<file path="config.mk">
export PLATFORM = sky130hd
export DESIGN_NAME = vram_arbiter
export DESIGN_NICKNAME = d
export VERILOG_FILES = /design/src/rtl/vram_pkg.sv /design/src/rtl/vram_write_fifo.sv /design/src/rtl/vram_arbiter.sv
export SDC_FILE = /design/constraint.sdc
export NUM_CORES = 1
export LEC_CHECK = 0
export BUFFER_PORTS_ARGS = -buffer_cell sky130_fd_sc_hd__buf_2
export CORE_MARGIN = 4
export CORE_UTILIZATION = 60
export CTS_CLUSTER_SIZE = 8
export DETAILED_ROUTE_END_ITERATION = 12
export PLACE_DENSITY = 0.91
export SLEW_MARGIN = 20
export SYNTH_ARGS = -nofsm -noshare
export SYNTH_HDL_FRONTEND = slang
export SYNTH_HIERARCHICAL = 1
export SYNTH_SLANG_ARGS = --single-unit
</file>
<file path="constraint.sdc">
create_clock -name clock -period 4.7 [get_ports clock]
set_clock_uncertainty 0.2 [all_clocks]
set_input_delay 0.47 -clock clock [delete_from_list [all_inputs] [get_ports clock]]
set_output_delay 0.47 -clock clock [all_outputs]
set_load 0.01 [all_outputs]
</file>
<file path="src/rtl/vram_pkg.sv">
// Shared types and helpers for the VRAM arbiter.
package vram_pkg;

  localparam int unsigned FB_WIDTH  = 320;
  localparam int unsigned FB_HEIGHT = 240;

  typedef enum logic [1:0] {
    PH_VADDR = 2'd0,
    PH_VDATA = 2'd1,
    PH_HADDR = 2'd2,
    PH_HDATA = 2'd3
  } phase_e;

  typedef enum logic [1:0] {
    OWN_IDLE   = 2'd0,
    OWN_VIDEO  = 2'd1,
    OWN_HWRITE = 2'd2,
    OWN_HREAD  = 2'd3
  } owner_e;

  typedef struct packed {
    logic [16:0] addr;
    logic [7:0]  data;
  } pwrite_t;

  // y*320 + x built from shifts; fits 17 bits for in-range coordinates.
  function automatic logic [16:0] fb_addr(input logic [8:0] x, input logic [7:0] y);
    logic [16:0] yy;
    yy = {9'd0, y};
    return (yy << 8) + (yy << 6) + {8'd0, x};
  endfunction

endpackage

</file>
<file path="src/rtl/vram_write_fifo.sv">
// Posted-write FIFO: synchronous push/pop, registered level, async active-low reset.
module vram_write_fifo #(
  parameter int unsigned DEPTH = 4
) (
  input  logic                    clk,
  input  logic                    rst_n,
  input  logic                    i_push,
  input  vram_pkg::pwrite_t       i_data,
  input  logic                    i_pop,
  output vram_pkg::pwrite_t       o_head,
  output logic [$clog2(DEPTH):0]  o_level,
  output logic                    o_full,
  output logic                    o_empty
);
  import vram_pkg::*;

  localparam int unsigned AW = $clog2(DEPTH);
  localparam int unsigned LW = AW + 1;

  pwrite_t         r_mem [DEPTH];
  logic [AW-1:0]   r_wptr;
  logic [AW-1:0]   r_rptr;
  logic [LW-1:0]   r_level;
  logic            w_do_push;
  logic            w_do_pop;

  assign o_full    = (r_level == LW'(DEPTH));
  assign o_empty   = (r_level == '0);
  assign w_do_push = i_push && !o_full;
  assign w_do_pop  = i_pop && !o_empty;
  assign o_head    = r_mem[r_rptr];
  assign o_level   = r_level;

  // Storage, pointers and level; simultaneous push and pop keeps the level.
  always_ff @(posedge clk or negedge rst_n) begin
    if (!rst_n) begin
      for (int unsigned i = 0; i < DEPTH; i++) r_mem[i] <= '0;
      r_wptr  <= '0;
      r_rptr  <= '0;
      r_level <= '0;
    end else begin
      if (w_do_push) begin
        r_mem[r_wptr] <= i_data;
        r_wptr        <= r_wptr + 1'b1;
      end
      if (w_do_pop) r_rptr <= r_rptr + 1'b1;
      r_level <= r_level + {{AW{1'b0}}, w_do_push} - {{AW{1'b0}}, w_do_pop};
    end
  end

endmodule

</file>
<file path="src/rtl/vram_arbiter.sv">
// Time-slots the single 8-bit SRAM between video fetch and the host port.
module vram_arbiter #(
  parameter int unsigned FB_WIDTH         = vram_pkg::FB_WIDTH,
  parameter int unsigned FB_HEIGHT        = vram_pkg::FB_HEIGHT,
  parameter int unsigned WRITE_FIFO_DEPTH = 4,
  parameter int unsigned ADDR_WIDTH       = 17
) (
  input  logic                                clock,
  input  logic                                reset,
  input  logic [8:0]                          videoXCoord,
  input  logic [7:0]                          videoYCoord,
  input  logic                                videoActive,
  output logic [7:0]                          videoData,
  output logic                                videoDataReady,
  input  logic                                hostReq,
  input  logic                                hostWrite,
  input  logic [8:0]                          hostXCoord,
  input  logic [7:0]                          hostYCoord,
  input  logic [7:0]                          hostWriteData,
  output logic                                hostAck,
  output logic [7:0]                          hostReadData,
  output logic [ADDR_WIDTH-1:0]               ramAddress,
  output logic [7:0]                          ramDataOut,
  output logic                                ramDataDrive,
  input  logic [7:0]                          ramDataIn,
  output logic                                ramOutputEnable,
  output logic                                ramWriteEnable,
  output logic [1:0]                          slotPhase,
  output logic [$clog2(WRITE_FIFO_DEPTH):0]   fifoLevel
);
  import vram_pkg::*;

  localparam int unsigned LW = $clog2(WRITE_FIFO_DEPTH) + 1;

  phase_e          r_phase;
  logic            r_video_slot;
  logic [16:0]     r_vaddr;
  owner_e          r_howner;
  logic [7:0]      r_vdata;
  logic            r_vstrobe;
  logic            r_ack;
  logic [7:0]      r_hrdata;
  logic            r_rd_pend;
  logic [16:0]     r_rd_addr;

  pwrite_t         w_head;
  logic [LW-1:0]   w_level;
  logic            w_full;
  logic            w_empty;
  logic [16:0]     w_vaddr;
  logic [16:0]     w_haddr;
  logic            w_hinrange;
  owner_e          w_owner;
  logic            w_host_first;
  logic            w_host_second;
  logic            w_accept;
  logic            w_push;
  logic            w_pop;
  logic            w_rd_done;

  assign w_vaddr       = fb_addr(videoXCoord, videoYCoord);
  assign w_haddr       = fb_addr(hostXCoord, hostYCoord);
  assign w_hinrange    = (32'(hostXCoord) < FB_WIDTH) && (32'(hostYCoord) < FB_HEIGHT);
  assign w_host_first  = (r_phase == PH_HADDR) || ((r_phase == PH_VADDR) && !videoActive);
  assign w_host_second = (r_phase == PH_HDATA) || ((r_phase == PH_VDATA) && !r_video_slot);
  assign w_accept      = hostReq && !r_ack && !r_rd_pend && (!hostWrite || !w_full);
  assign w_push        = w_accept && hostWrite && w_hinrange;
  assign w_pop         = (w_owner == OWN_HWRITE) && w_host_second;
  assign w_rd_done     = (w_owner == OWN_HREAD) && w_host_second;

  vram_write_fifo #(.DEPTH(WRITE_FIFO_DEPTH)) u_fifo (
    .clk     (clock),
    .rst_n   (reset),
    .i_push  (w_push),
    .i_data  ('{addr: w_haddr, data: hostWriteData}),
    .i_pop   (w_pop),
    .o_head  (w_head),
    .o_level (w_level),
    .o_full  (w_full),
    .o_empty (w_empty)
  );

  // Slot owner for the current cycle; forced idle while reset is low so strobes drop at once.
  always_comb begin
    w_owner = OWN_IDLE;
    if (!reset) begin
      w_owner = OWN_IDLE;
    end else if ((r_phase == PH_VADDR) && videoActive) begin
      w_owner = OWN_VIDEO;
    end else if ((r_phase == PH_VDATA) && r_video_slot) begin
      w_owner = OWN_VIDEO;
    end else if (w_host_first) begin
      if (!w_empty)       w_owner = OWN_HWRITE;
      else if (r_rd_pend) w_owner = OWN_HREAD;
    end else if (w_host_second) begin
      w_owner = r_howner;
    end
  end

  // SRAM pin drive decoded from the owner.
  always_comb begin
    ramAddress      = '0;
    ramDataOut      = '0;
    ramDataDrive    = 1'b0;
    ramOutputEnable = 1'b0;
    ramWriteEnable  = 1'b0;
    case (w_owner)
      OWN_VIDEO: begin
        ramOutputEnable = 1'b1;
        ramAddress      = (r_phase == PH_VADDR) ? ADDR_WIDTH'(w_vaddr) : ADDR_WIDTH'(r_vaddr);
      end
      OWN_HWRITE: begin
        ramAddress     = ADDR_WIDTH'(w_head.addr);
        ramDataOut     = w_head.data;
        ramDataDrive   = 1'b1;
        ramWriteEnable = w_host_first;
      end
      OWN_HREAD: begin
        ramOutputEnable = 1'b1;
        ramAddress      = ADDR_WIDTH'(r_rd_addr);
      end
      default: ;
    endcase
  end

  // Slot counter, video slot decision and video byte capture.
  always_ff @(posedge clock or negedge reset) begin
    if (!reset) begin
      r_phase      <= PH_VADDR;
      r_video_slot <= 1'b0;
      r_vaddr      <= '0;
      r_howner     <= OWN_IDLE;
      r_vdata      <= '0;
      r_vstrobe    <= 1'b0;
    end else begin
      r_phase   <= phase_e'(r_phase + 2'd1);
      r_vstrobe <= (w_owner == OWN_VIDEO) && (r_phase == PH_VDATA);
      if (r_phase == PH_VADDR) begin
        r_video_slot <= videoActive;
        r_vaddr      <= w_vaddr;
      end
      if (w_host_first) r_howner <= w_owner;
      if ((w_owner == OWN_VIDEO) && (r_phase == PH_VDATA)) r_vdata <= ramDataIn;
    end
  end

  // Host acceptance, pending read and ack strobe; the ack cycle blocks re-sampling hostReq.
  always_ff @(posedge clock or negedge reset) begin
    if (!reset) begin
      r_ack     <= 1'b0;
      r_hrdata  <= '0;
      r_rd_pend <= 1'b0;
      r_rd_addr <= '0;
    end else begin
      r_ack <= 1'b0;
      if (w_rd_done) begin
        r_hrdata  <= ramDataIn;
        r_ack     <= 1'b1;
        r_rd_pend <= 1'b0;
      end else if (w_accept) begin
        if (hostWrite) begin
          r_ack <= 1'b1;
        end else if (!w_hinrange) begin
          r_hrdata <= '0;
          r_ack    <= 1'b1;
        end else begin
          r_rd_pend <= 1'b1;
          r_rd_addr <= w_haddr;
        end
      end
    end
  end

  assign videoData      = r_vdata;
  assign videoDataReady = r_vstrobe;
  assign hostAck        = r_ack;
  assign hostReadData   = r_hrdata;
  assign slotPhase      = r_phase;
  assign fifoLevel      = w_level;

endmodule
</file>
==> metrics.csv <==
metric,value,unit
status,finished clean,
relSlewSlack,0.233,
gp_congestion,0.884,
vias_per_cell,7.18,
initial_utilization,0.614,
ys.flop_type,dfrtp_1,
cts_setup_buffers,0,
antenna_found_initial,1,
syn-cell-area,0.0112,mm^2
clkTransAtPathRegs,0.07,ns
fin_crit_sh,0.889,
r2r_start,slotPhase[0]$_DFF_PN0_,
drv_slew,0,
syn_inst,1018,
reg2reg_slack,1.04,ns
num_vias,9274,
powerDensity,513,mW/mm^2
clk_latency,0.44,ns
nets,1149,
grt_first_pass_wirelength,48700,um
grtUsageTotal,0.294,
yosysSeqAreaShare,0.370,
synth_compound_area_frac,0.216,
synth_xor_area_frac,0.0102,
synthArstFlopShare,1.00,
core,0.0181,mm^2
grt_pass1_vias,9202,
clkSinkCount,165,
clk_path_buf_depth,2,
fin_crit,4.18,ns
finalSetupViolCount,0,
met1_usage,0.396,
fill_cells,1235,
cap_violations,0,
holdCritStartpoint,ramDataIn[1],
cp-start-kind,flop,
ant_nets,0,
multiInputGateArea,0.00642,mm^2
synth_top_family_by_area,compound AO/OA/AOI/OAI gates,
syn-num-nets,1118,
busiest_layer,met2,
power.leakage,4.91,nW
cts_root_buf,clkbuf_16,
ys.warnings.count,6,
drtIter0Drc,1306,
ir_drop,0.482,mV
first_pass_iters,6,
drive_above_1_share,0.313,
port-buffer-count,105,
cts.htree.levels,4,
hold_viol_final,0,
crit_required,4.03,ns
synthTopCellsByCount,"dfrtp_1, nand3_1, o211ai_1",
hold_path.class,in2reg,
num_antenna_cells,0,
hold_ws,0.0766,ns
fmax,0.239,GHz
tightest_slew,1.15,ns
crit_type,reg2out,
muxShareOfSynthArea,0.103,
grt_use_met3,0.0635,
overflow,0,
crit_fanout,18,
yosys.cell_types.count,65,
avgRoutedWirePerCell,23.8,um
synth_area_per_cell,11.0,um^2
synthSimpleGateAreaFrac,0.189,
cts_buffers,17,
r2r_cells,14,
areaGrowthSynthToFinish,10.6,%
routed_wirelength,30700,um
rsz0062_at_grt,false,
worstPathArrival,3.51,ns
yosysMostFrequentCell,dfrtp_1,
die_height,144,um
min_to,hostReadData[1]$_DFFE_PN0P_,
ys_ff_latch,165,
yosysTopAreaCellShare,0.370,
dpl.hpwl,17400,um
finalSetupTns,0,ns
drc,0,
cts_tree,built,
seqCellArea,0.00414,mm^2
met2_usage,0.457,
io_pins,106,
min_path_cells,3,
dieArea,0.0208,mm^2
synth_top_area_cell,dfrtp_1,
synth_edf_count,0,
ctsResizeCount,0,
rows,49,
grt_max_degree,205,
endpoint_kind,primary output,
yosys.area_share.adder,0.0539,
synth_area_leaders,"dfrtp_1, nand4bb_1, a21bo_2",
die_x,144,um
rr_endpoint,u_fifo/o_level[2]$_DFF_PN0_,
## cell usage in the layout (no fill, tap or decap), drive strengths merged, types with 12 or more instances in the layout
master	instances
a21bo	100
and3	14
buf	122
clkbuf	20
dfrtp	165
ha	40
inv	36
mux2	36
mux2i	14
mux4	25
nand2	27
nand3	108
nand4bb	102
nor2	13
o211ai	106
o21ai	14
o2bb2ai	12
## worst max-delay path by stage
stage                                start                     endpoint  slack [ns]  cells after the start
CTS                 slotPhase[0]$_DFF_PN0_               ramAddress[12]        0.61                      8
detailed placement          videoXCoord[8]               ramAddress[13]        1.07                     11
global route        slotPhase[0]$_DFF_PN0_               ramAddress[12]        0.40                      8
finish              slotPhase[0]$_DFF_PN0_               ramAddress[15]        0.52                      8
global placement            videoXCoord[8]               ramAddress[13]        1.14                     11
floorplan           slotPhase[0]$_DFF_PN0_  u_fifo/o_level[2]$_DFF_PN0_        1.17                     15
## cell families after synthesis
kind of cell               Yosys count
and+or+nand+nor                    289
adders and majority gates           45
muxes                               75
xor gates and xnor gates            13
DFF                                165
buffers and inverters              147
AOI/OAI and AO/OA                  284
## per-stage QoR
stage | instance area (um^2) | setup WS, ns | power, mW | std cells | util
2_1_floorplan | 11200 | 1.17 | 3.98 | 1018 | -
3_3_place_gp | 11600 | 1.14 | 4.53 | 1257 | 0.640
3_5_place_dp | 11600 | 1.07 | 4.63 | 1257 | 0.640
4_1_cts | 12300 | 0.607 | 6.23 | 1290 | 0.677
5_1_grt | 12300 | 0.399 | 6.59 | 1291 | 0.680
6_report | 12300 | 0.522 | 6.33 | 1291 | 0.680
## where the power goes
group | leakage [nW] | internal (mW) | switching, mW
Clock | 0.308 | 0.972 | 0.604
Sequential | 1.69 | 1.74 | 0.263
Combinational | 2.91 | 1.19 | 1.56
Total | 4.91 | 3.90 | 2.42
## critical path: stages (launching register included)
cell     delay [ns]
dfrtp_1        0.42
inv_1          0.10
ha_1           0.32
nor2b_1        0.19
nor2_1         0.38
a211o_1        0.70
nor2_1         0.35
a221o_1        0.46
buf_2          0.15
## state kept, by name, summed over array words and instances, names as in the netlist
signal / flops
hostAck: 1
hostReadData: 8
r_howner: 2
r_rd_addr: 17
r_rd_pend: 1
r_vaddr: 17
r_video_slot: 1
slotPhase: 2
u_fifo/o_level: 3
u_fifo/r_mem: 100
u_fifo/r_rptr: 2
u_fifo/r_wptr: 2
videoData: 8
videoDataReady: 1
## layout make-up
class                   instances  share of cell area
repair buffers                123              0.0566
flip-flops and latches        165               0.335
well taps                     229              0.0232
inverters                      36              0.0110
clock buffers                  20              0.0370
multi-input cells             706               0.520
clock inverters                12              0.0164
## routing by layer
metal	part of all wire	wire length, um
met1	0.39	12100
met2	0.49	15000
met3	0.084	2580
met4	0.035	1070
met5	0.00042	13
## what timing repair did
action | 4_1_cts | 5_1_grt
setup endpoints to repair | 0 | 0
hold endpoints to repair | 40 | 0
hold buffers | 1 | 0
Power figures use the tool's default switching activity.
